===== src/rtl/lsu_ctrl.sv =====
// Load/store unit controller: accepts one access at a time, drives a simple
// strobe/ack memory port, and returns extended load data or an error flag.
// All handshake, memory-side and response outputs are registered.
module lsu_ctrl #(
    parameter int XLEN   = 32,
    parameter int ADDR_W = 32,
    parameter int CNT_W  = 32
) (
    input  logic              clk,
    input  logic              rst,
    input  logic              req_valid,
    output logic              req_ready,
    input  logic              req_we,
    input  logic [1:0]        req_size,
    input  logic              req_unsigned,
    input  logic [ADDR_W-1:0] req_addr,
    input  logic [XLEN-1:0]   req_wdata,
    output logic              resp_valid,
    input  logic              resp_ready,
    output logic [XLEN-1:0]   resp_data,
    output logic              resp_err,
    output logic [ADDR_W-1:0] Address,
    output logic              MemWrite,
    output logic              MemRead,
    output logic [XLEN-1:0]   Write_data,
    output logic [XLEN/8-1:0] Write_strb,
    input  logic              Mem_Req_Ack,
    input  logic [XLEN-1:0]   Read_data,
    input  logic              Read_data_Valid,
    output logic              Read_data_Ack,
    output logic [CNT_W-1:0]  cnt_load,
    output logic [CNT_W-1:0]  cnt_store,
    output logic [CNT_W-1:0]  cnt_wait,
    output logic              busy
);

    localparam int NBYTES = XLEN / 8;
    localparam int LSB_W  = $clog2(NBYTES);
    localparam logic [CNT_W-1:0] CNT_ONE = {{(CNT_W-1){1'b0}}, 1'b1};

    typedef enum logic [4:0] {
        IDLE = 5'b00001,
        ST   = 5'b00010,
        LD   = 5'b00100,
        RDW  = 5'b01000,
        RESP = 5'b10000
    } state_t;

    state_t            r_state;
    logic [1:0]        r_size;
    logic              r_uns;
    logic [LSB_W-1:0]  r_off;

    logic              w_err;
    logic [ADDR_W-1:0] w_aligned;
    logic [XLEN-1:0]   w_wdata_rep;
    logic [NBYTES-1:0] w_strb;
    logic [XLEN-1:0]   w_load_data;

    // Copy the low lane of the store operand into every lane of the bus.
    function automatic logic [XLEN-1:0] f_repl(input logic [XLEN-1:0] wdata,
                                               input logic [1:0] size);
        logic [XLEN-1:0] wd;
        int lb;
        wd = '0;
        lb = 1 << size;
        for (int i = 0; i < NBYTES; i++) begin
            wd[8*i +: 8] = wdata[8*(i % lb) +: 8];
        end
        return wd;
    endfunction

    // Enable only the bytes covered by the access starting at the lane offset.
    function automatic logic [NBYTES-1:0] f_strb(input logic [LSB_W-1:0] low,
                                                 input logic [1:0] size);
        logic [NBYTES-1:0] s;
        int off;
        int lb;
        s   = '0;
        off = int'(low);
        lb  = 1 << size;
        for (int i = 0; i < NBYTES; i++) begin
            s[i] = (i >= off) && (i < off + lb);
        end
        return s;
    endfunction

    // Shift the addressed lane down to bit 0, then sign- or zero-extend it.
    function automatic logic [XLEN-1:0] f_extend(input logic [XLEN-1:0] raw,
                                                 input logic [LSB_W-1:0] low,
                                                 input logic [1:0] size,
                                                 input logic uns);
        logic [XLEN-1:0] sh;
        logic [XLEN-1:0] res;
        logic            sbit;
        int              w;
        sh  = raw >> {low, 3'b000};
        res = sh;
        w   = 8 << size;
        case (size)
            2'd0:    sbit = sh[7];
            2'd1:    sbit = sh[15];
            2'd2:    sbit = sh[31];
            default: sbit = 1'b0;
        endcase
        for (int i = 0; i < XLEN; i++) begin
            if (i >= w) res[i] = ~uns & sbit;
        end
        return res;
    endfunction

    // Decode an incoming request: legality, aligned bus address, store lanes.
    always_comb begin
        w_err = 1'b0;
        case (req_size)
            2'd0:    w_err = 1'b0;
            2'd1:    w_err = req_addr[0];
            2'd2:    w_err = |req_addr[1:0];
            default: w_err = (XLEN == 32) || (|req_addr[2:0]);
        endcase
        w_aligned   = {req_addr[ADDR_W-1:LSB_W], {LSB_W{1'b0}}};
        w_wdata_rep = f_repl(req_wdata, req_size);
        w_strb      = f_strb(req_addr[LSB_W-1:0], req_size);
    end

    // Extend the returned word using the latched access attributes.
    always_comb begin
        w_load_data = f_extend(Read_data, r_off, r_size, r_uns);
    end

    // Main controller: state, registered outputs and performance counters.
    always_ff @(posedge clk or posedge rst) begin
        if (rst) begin
            r_state       <= IDLE;
            r_size        <= 2'd0;
            r_uns         <= 1'b0;
            r_off         <= '0;
            req_ready     <= 1'b1;
            resp_valid    <= 1'b0;
            resp_data     <= '0;
            resp_err      <= 1'b0;
            Address       <= '0;
            MemWrite      <= 1'b0;
            MemRead       <= 1'b0;
            Write_data    <= '0;
            Write_strb    <= '0;
            Read_data_Ack <= 1'b0;
            cnt_load      <= '0;
            cnt_store     <= '0;
            cnt_wait      <= '0;
            busy          <= 1'b0;
        end else begin
            case (r_state)
                IDLE: begin
                    if (req_valid) begin
                        r_size    <= req_size;
                        r_uns     <= req_unsigned;
                        r_off     <= req_addr[LSB_W-1:0];
                        req_ready <= 1'b0;
                        busy      <= 1'b1;
                        resp_data <= '0;
                        if (w_err) begin
                            r_state    <= RESP;
                            resp_valid <= 1'b1;
                            resp_err   <= 1'b1;
                        end else if (req_we) begin
                            r_state    <= ST;
                            resp_err   <= 1'b0;
                            MemWrite   <= 1'b1;
                            Address    <= w_aligned;
                            Write_data <= w_wdata_rep;
                            Write_strb <= w_strb;
                        end else begin
                            r_state  <= LD;
                            resp_err <= 1'b0;
                            MemRead  <= 1'b1;
                            Address  <= w_aligned;
                        end
                    end
                end
                ST: begin
                    if (Mem_Req_Ack) begin
                        r_state    <= RESP;
                        MemWrite   <= 1'b0;
                        Write_strb <= '0;
                        resp_valid <= 1'b1;
                        cnt_store  <= cnt_store + CNT_ONE;
                    end else begin
                        cnt_wait <= cnt_wait + CNT_ONE;
                    end
                end
                LD: begin
                    if (Mem_Req_Ack) begin
                        r_state       <= RDW;
                        MemRead       <= 1'b0;
                        Read_data_Ack <= 1'b1;
                    end else begin
                        cnt_wait <= cnt_wait + CNT_ONE;
                    end
                end
                RDW: begin
                    if (Read_data_Valid) begin
                        r_state       <= RESP;
                        Read_data_Ack <= 1'b0;
                        resp_data     <= w_load_data;
                        resp_valid    <= 1'b1;
                        cnt_load      <= cnt_load + CNT_ONE;
                    end else begin
                        cnt_wait <= cnt_wait + CNT_ONE;
                    end
                end
                RESP: begin
                    if (resp_ready) begin
                        r_state    <= IDLE;
                        resp_valid <= 1'b0;
                        resp_err   <= 1'b0;
                        req_ready  <= 1'b1;
                        busy       <= 1'b0;
                    end
                end
                default: begin
                    r_state       <= IDLE;
                    req_ready     <= 1'b1;
                    resp_valid    <= 1'b0;
                    MemWrite      <= 1'b0;
                    MemRead       <= 1'b0;
                    Write_strb    <= '0;
                    Read_data_Ack <= 1'b0;
                    busy          <= 1'b0;
                end
            endcase
        end
    end

endmodule


===== config.mk =====
export PLATFORM = sky130hd
export DESIGN_NAME = lsu_ctrl
export DESIGN_NICKNAME = d
export VERILOG_FILES = /design/src/rtl/lsu_ctrl.sv
export SDC_FILE = /design/constraint.sdc
export NUM_CORES = 1
export LEC_CHECK = 0
export BUFFER_PORTS_ARGS = -buffer_cell sky130_fd_sc_hd__buf_2
export CELL_PAD_IN_SITES_DETAIL_PLACEMENT = 0
export CELL_PAD_IN_SITES_GLOBAL_PLACEMENT = 1
export CORE_MARGIN = 2
export CORE_UTILIZATION = 45
export CTS_BUF_LIST = sky130_fd_sc_hd__clkbuf_8
export CTS_CLUSTER_SIZE = 28
export DETAILED_ROUTE_END_ITERATION = 6
export MAX_ROUTING_LAYER = met4
export PLACE_DENSITY = 0.95
export SYNTH_ARGS = -nofsm -noshare
export SYNTH_HDL_FRONTEND = slang
export SYNTH_SLANG_ARGS = --single-unit
export TNS_END_PERCENT = 30

===== constraint.sdc =====
create_clock -name clk -period 9.5 [get_ports clk]
set_input_delay 0.95 -clock clk [delete_from_list [all_inputs] [get_ports clk]]
set_output_delay 0.95 -clock clk [all_outputs]
set_load 0.02 [all_outputs]

## Word level (Yosys, flattened, before mapping)

Cells that the tools add are included.

- $add $sub $neg: 4
- Multipliers: 0
- Div/mod/pow operators: 4
- Order comparisons: 39
- Equality and inequality tests: 20
- Shifts and indexed selects: 7
- Multiplexer cells: 78
- Bitwise gates (word level): 8
- Reductions and logical operators: 28

Operator list:

| kind | count |
|---|---|
| 6-bit by 32-bit greater-or-equal comparator with 1-bit output (first input constant) | 16 |
| 5-bit by 32-bit greater-or-equal comparator with 1-bit output (first input constant) | 8 |
| 4-bit by 32-bit greater-or-equal comparator with 1-bit output (first input constant) | 4 |
| 32-bit two-way mux | 4 |
| 32-bit case mux with 2 select lines | 2 |
| 32-bit by 32-bit indexed part select with 8-bit output | 4 |
| 32-bit by 1-bit adder with 32-bit output (second input constant) | 3 |
| 3-bit by 32-bit greater-or-equal comparator with 1-bit output (first input constant) | 2 |
| 3-bit by 32-bit < comparator with 1-bit output (first input constant) | 2 |
| 3-bit by 32-bit modulo with 32-bit output (first input constant) | 2 |
| 1-bit two-way mux | 50 |
| 3-bit by 32-bit adder with 32-bit output | 1 |
| 1-bit by 32-bit greater-or-equal comparator with 1-bit output (first input constant) | 1 |
| 2-bit by 32-bit greater-or-equal comparator with 1-bit output (first input constant) | 1 |
| 1-bit by 32-bit < comparator with 1-bit output (first input constant) | 1 |
| 2-bit by 32-bit < comparator with 1-bit output (first input constant) | 1 |
| 1-bit by 32-bit modulo with 32-bit output (first input constant) | 1 |
| 2-bit by 32-bit modulo with 32-bit output (first input constant) | 1 |
| 1-bit by 2-bit left shift with 32-bit output (first input constant) | 1 |
| 4-bit by 2-bit left shift with 32-bit output (first input constant) | 1 |
| 32-bit by 5-bit right shift with 32-bit output | 1 |
| 5-bit two-way mux | 6 |
| 5-bit case mux with 5 select lines | 1 |
| 2-bit inequality test (second input constant) | 11 |
| 27 further kinds | 63 |

- Register bits after elaboration: 211
- Bits in latches: 0
- Bits in writable memories: 0
- ROM bits: 0
- Input port bits: 106
- Output and inout bits: 203
- Logic and storage cells: 206
- Memories: 0

## Longest topological paths before layout

- Depth in word-level cells: 8
- Mapped depth: 25
- Gate-level depth less buffers: 22

## Worst setup path after synthesis

Ideal clock, no wire load.

- Path kind: input -> register
- From: in req_size[0]
- To: reg Write_data[1]
- Setup time: 0.123 ns
- Arrival: 5.944 ns
- Data required time: 9.377 ns
- Slack: 3.433 ns
- Stages on the path: 23
- Buffers on the path: 1
- Cells stage by stage: inv_1 ha_1 clkbuf_1 inv_1 ha_1 or3b_1 a31o_1 a31o_4 a2111oi_2 o31a_2 nor3_1 a211o_1 o21ai_0 or3b_4 mux2_1 nand2_1 or4b_4 nand4_1 nand2_1 a21o_1 o21ai_4 mux2i_1 o21ai_1

- Word-level cells in the longest chain between the ends: 4
- Elaborated cells on any way between the ends: 9
- Classes of those cells: div (1); eq/ne (2); shift (2); mux (1); bitwise (1); reduce/logical (2)

Ends and longest elaborated chain:

| element | line | text |
|---|---|---|
| start, declared | 14 | `input logic [1:0] req_size,` |
| parallel branches: the longest is 4 deep, another holds 1-bit by 32-bit modulo with 32-bit output | n/a |  |
| end signal, assigned | 171 | `Write_data <= w_wdata_rep;` |
| end, declared | 25 | `output logic [XLEN-1:0] Write_data,` |

Parallel ways; which one is timed is not known.
A chain may end at the register's enable or synchronous reset.

## Worst setup path in the final report

- From: in req_size[1]
- To: reg Write_data[5]

Same word-level chain as after synthesis.

==> run metrics <==
root buf cell=clkbuf_8; Cells after Synth=roughly 1100; postcts setup bufs=0; initial antenna violation count=2; met2 wire length=about 16000 um; PostCTS Resize Cnt=0; ys async rst share=100.0%; Detail Route met3 WL=2224 um; Worst Hold Endpoint=resp_data[2]; drt pass-1 iters=6; yosys warns=0; synth unique cells=a little over 80; final slew viol count=0; EDFF count, synth=0; M1 wire length=~14000 um; initial core utilization=between 40% and 50%; multiplexer share of the synthesized area=a little under a tenth; Total Power=between 3 and 4 mW; DP HPWL=~25000 um; CORE AREA=25110 um^2; H-tree depth=2; CP top delay family=compound AO/OA/AOI/OAI gates; clk_skew=0.02957 ns; status=finished clean; placed cell count=~1700; routed len/inst=approximately 18 um; main flop type after synthesis=dfrtp_1; Fillers=about 2200; CTS max path bufs=3; Buf/Inv on CP=3; Yosys reg bits=211; Die Area=approximately 27000 um^2; RSZ-0062 raised after global routing=false; Post-Synth Adder-Cell Area=2.138%; most frequent cells in the layout=306 x buf_2, 209 x dfrtp_1, 121 x nand2_1, 75 x nor2_1, 73 x xnor2_1; crit path DAT=approximately 7 ns; Layout Utilization=56.21%; dpl cell area=13330 um^2; critical path's most frequent cell=o21ai_1; Worst-path clk slew=roughly 0.05 ns; crit path max fanout=14; post-synthesis instance area=approximately 11000 um^2; Critical Path Max Stage Delay=0.67 ns; vias in the first global route=9836; Max IR drop VDD=0.1657 mV; setup slack, reg-to-reg=just under 6 ns; GRT Residual Overflow=0; CTS tree=yes; Crit Path Class=input port to flop; commonest non-fill, non-tap cell in the layout=buf_2; antenna-violating nets left=0; largest family of logic cells by synthesized area=compound AO/OA/AOI/OAI gates; Std-Cell Rows=58; Hold-fix buffers, CTS=0; GP Congestion=just under 1; CTS Buf Count=38; Post-Route WL=between 30000 and 40000 um; CP Depth=22; Critical Path End Type=flop; Vias=10270; Hold Path Stages=1; XOR/XNOR Fraction of Synth Area=7.253%; cell area power density=~240 nW/um^2; Setup violations, final=0; Setup TNS=0 ns; CP startpoint kind=input port; Compound-Gate Fraction of Synth Area=17.21%; largest net degree at the start of global routing=~140; final hold vios=0; finished layout cell area=between 10000 and 15000 um^2; Worst Hold Launch=resp_data[2]; I/O pin count=309; share of cells above drive strength 1=between 30% and 40%; Worst Hold Class=flop to flop; first-pass GRT wire length=51870 um; drt drc=0; Syn-to-layout area delta=23.03%; average cell area after synthesis=roughly 10 um^2; Worst Path Required=roughly 9.9 ns; maxcap violations=0; Non-Filler Instances=1814; CTS sink count=approximately 210; P_leak=around 7.1 nW; clk_lat worst skew=between 0.5 and 0.6 ns; CP cell instances=buf_2 > inv_1 > ha_1 > inv_1 > ha_1 > o21ai_1 > o21ai_1 > a32oi_1 > o32ai_1 > nor3_1 > a211oi_1 > nand3_1 > o31ai_1 > nor2_1 > nor3_2 > or4b_4 > nand4_1 > nand2_1 > a21o_1 > o21ai_4 > mux2i_1 > o21ai_1; Seq/Total Area, Yosys=46.05%; IO Port Bufs=roughly 310; worst reg2reg path startpoint=r_state[4]; Total Routing Usage GR=between 20% and 30%; CP max stage cell=ha_1; 1st-iter DRT viols=996; Simple-Gate Fraction of Synth Area=approximately 16%; Layout Nets=between 1500 and 2000; worst r2r dst=cnt_wait[29]; highest clock rate=0.1515 GHz; crit path time final=~6.6 ns; Die X-Extent=approximately 160 um; Top Metal Used=met4; worst slew pin tran=1.273 ns; Via density=about 5.7; period utilization=a little over two thirds; R2R depth=12; die height=163.7 um; worst rel slew slack=between 10 and 15%
-- per-stage QoR --
step | hold slack (ns) | setup slack [ns]
2_1_floorplan | 0.4672 | 2.787
3_3_place_gp | 0.4467 | 2.703
3_5_place_dp | 0.4566 | 2.503
4_1_cts | 0.4699 | 3.040
5_1_grt | 0.4846 | 2.458
6_report | 0.4654 | 2.899
-- per-layer routing --
metal | vias to the layer above | GRT usage, %
li1 | 4787 | -
met1 | 4929 | 31.10
met2 | 459 | 40.30
met3 | 91 | 4.215
met4 | 0 | 10.05
met5 | - | -
-- kinds of logic (layout without fill, tap and decap cells) --
group / count (synthesis) / in the layout
xor gates and xnor gates: 95 / 95
DFF: 211 / 211
buffers and inverters: 69 / 401
AOI/OAI and AO/OA: 282 / 282
muxes: 99 / 99
and+or+nand+nor: 370 / 370
other: 1 / 7
adders and majority gates: 19 / 19
-- registers in the layout, summed over array words and instances (netlist names), 2 cells and up --
register and flops:
cnt_load 32, r_off 2, r_state 5, Write_strb 4
resp_data 32, r_size 2, cnt_store 32, Write_data 32
cnt_wait 32, Address 30
-- where the power goes --
part	switching, mW	leakage (nW)	total, mW	internal (mW)
Combinational	0.795	3.87	1.26	0.465
Sequential	0.158	2.81	1.26	1.10
Clock	0.387	0.431	0.872	0.485
Total	1.34	7.11	3.39	2.05
-- synth_stat cells (18+ instances only) --
| cell type | n | area share, % |
|---|---|---|
| mux2i_1 | 55 | 4.8 |
| inv_1 | 20 | 0.65 |
| o21ai_0 | 54 | 2.4 |
| ha_1 | 18 | 2.0 |
| nand3_1 | 40 | 1.7 |
| nor2b_1 | 19 | 1.0 |
| clkbuf_1 | 36 | 1.2 |
| nand2_1 | 121 | 4.0 |
| nor2_1 | 76 | 2.5 |
| a22o_1 | 40 | 3.1 |
| a21oi_1 | 53 | 2.3 |
| and3_1 | 27 | 1.5 |
| mux2_2 | 43 | 4.2 |
| dfrtp_1 | 209 | 46 |
| xor2_1 | 22 | 1.7 |
| xnor2_1 | 73 | 5.6 |
-- area by class of cell --
| class | instances | area [um^2] | share of cell area [%] |
|---|---|---|---|
| inverters | 21 | 86.33 | 0.6116 |
| well taps | 330 | 412.9 | 2.925 |
| clock inverters | 16 | 116.4 | 0.8244 |
| multi-input cells | 867 | 5937 | 42.06 |
| diodes | 5 | 12.51 | 0.08864 |
| flip-flops and latches | 211 | 5283 | 37.43 |
| repair buffers | 316 | 1607 | 11.38 |
| clock buffers | 48 | 660.6 | 4.680 |
-- worst max path at each step --
stage	start	endpoint
final	req_size[1]	Write_data[5]
after detailed placement	req_size[1]	Write_data[6]
after floorplan	rst	Address[10]
after global placement	req_size[1]	Write_data[6]
after global routing	req_size[1]	Write_data[5]
after CTS	req_size[1]	Write_data[2]
Power figures use the tool's default switching activity.
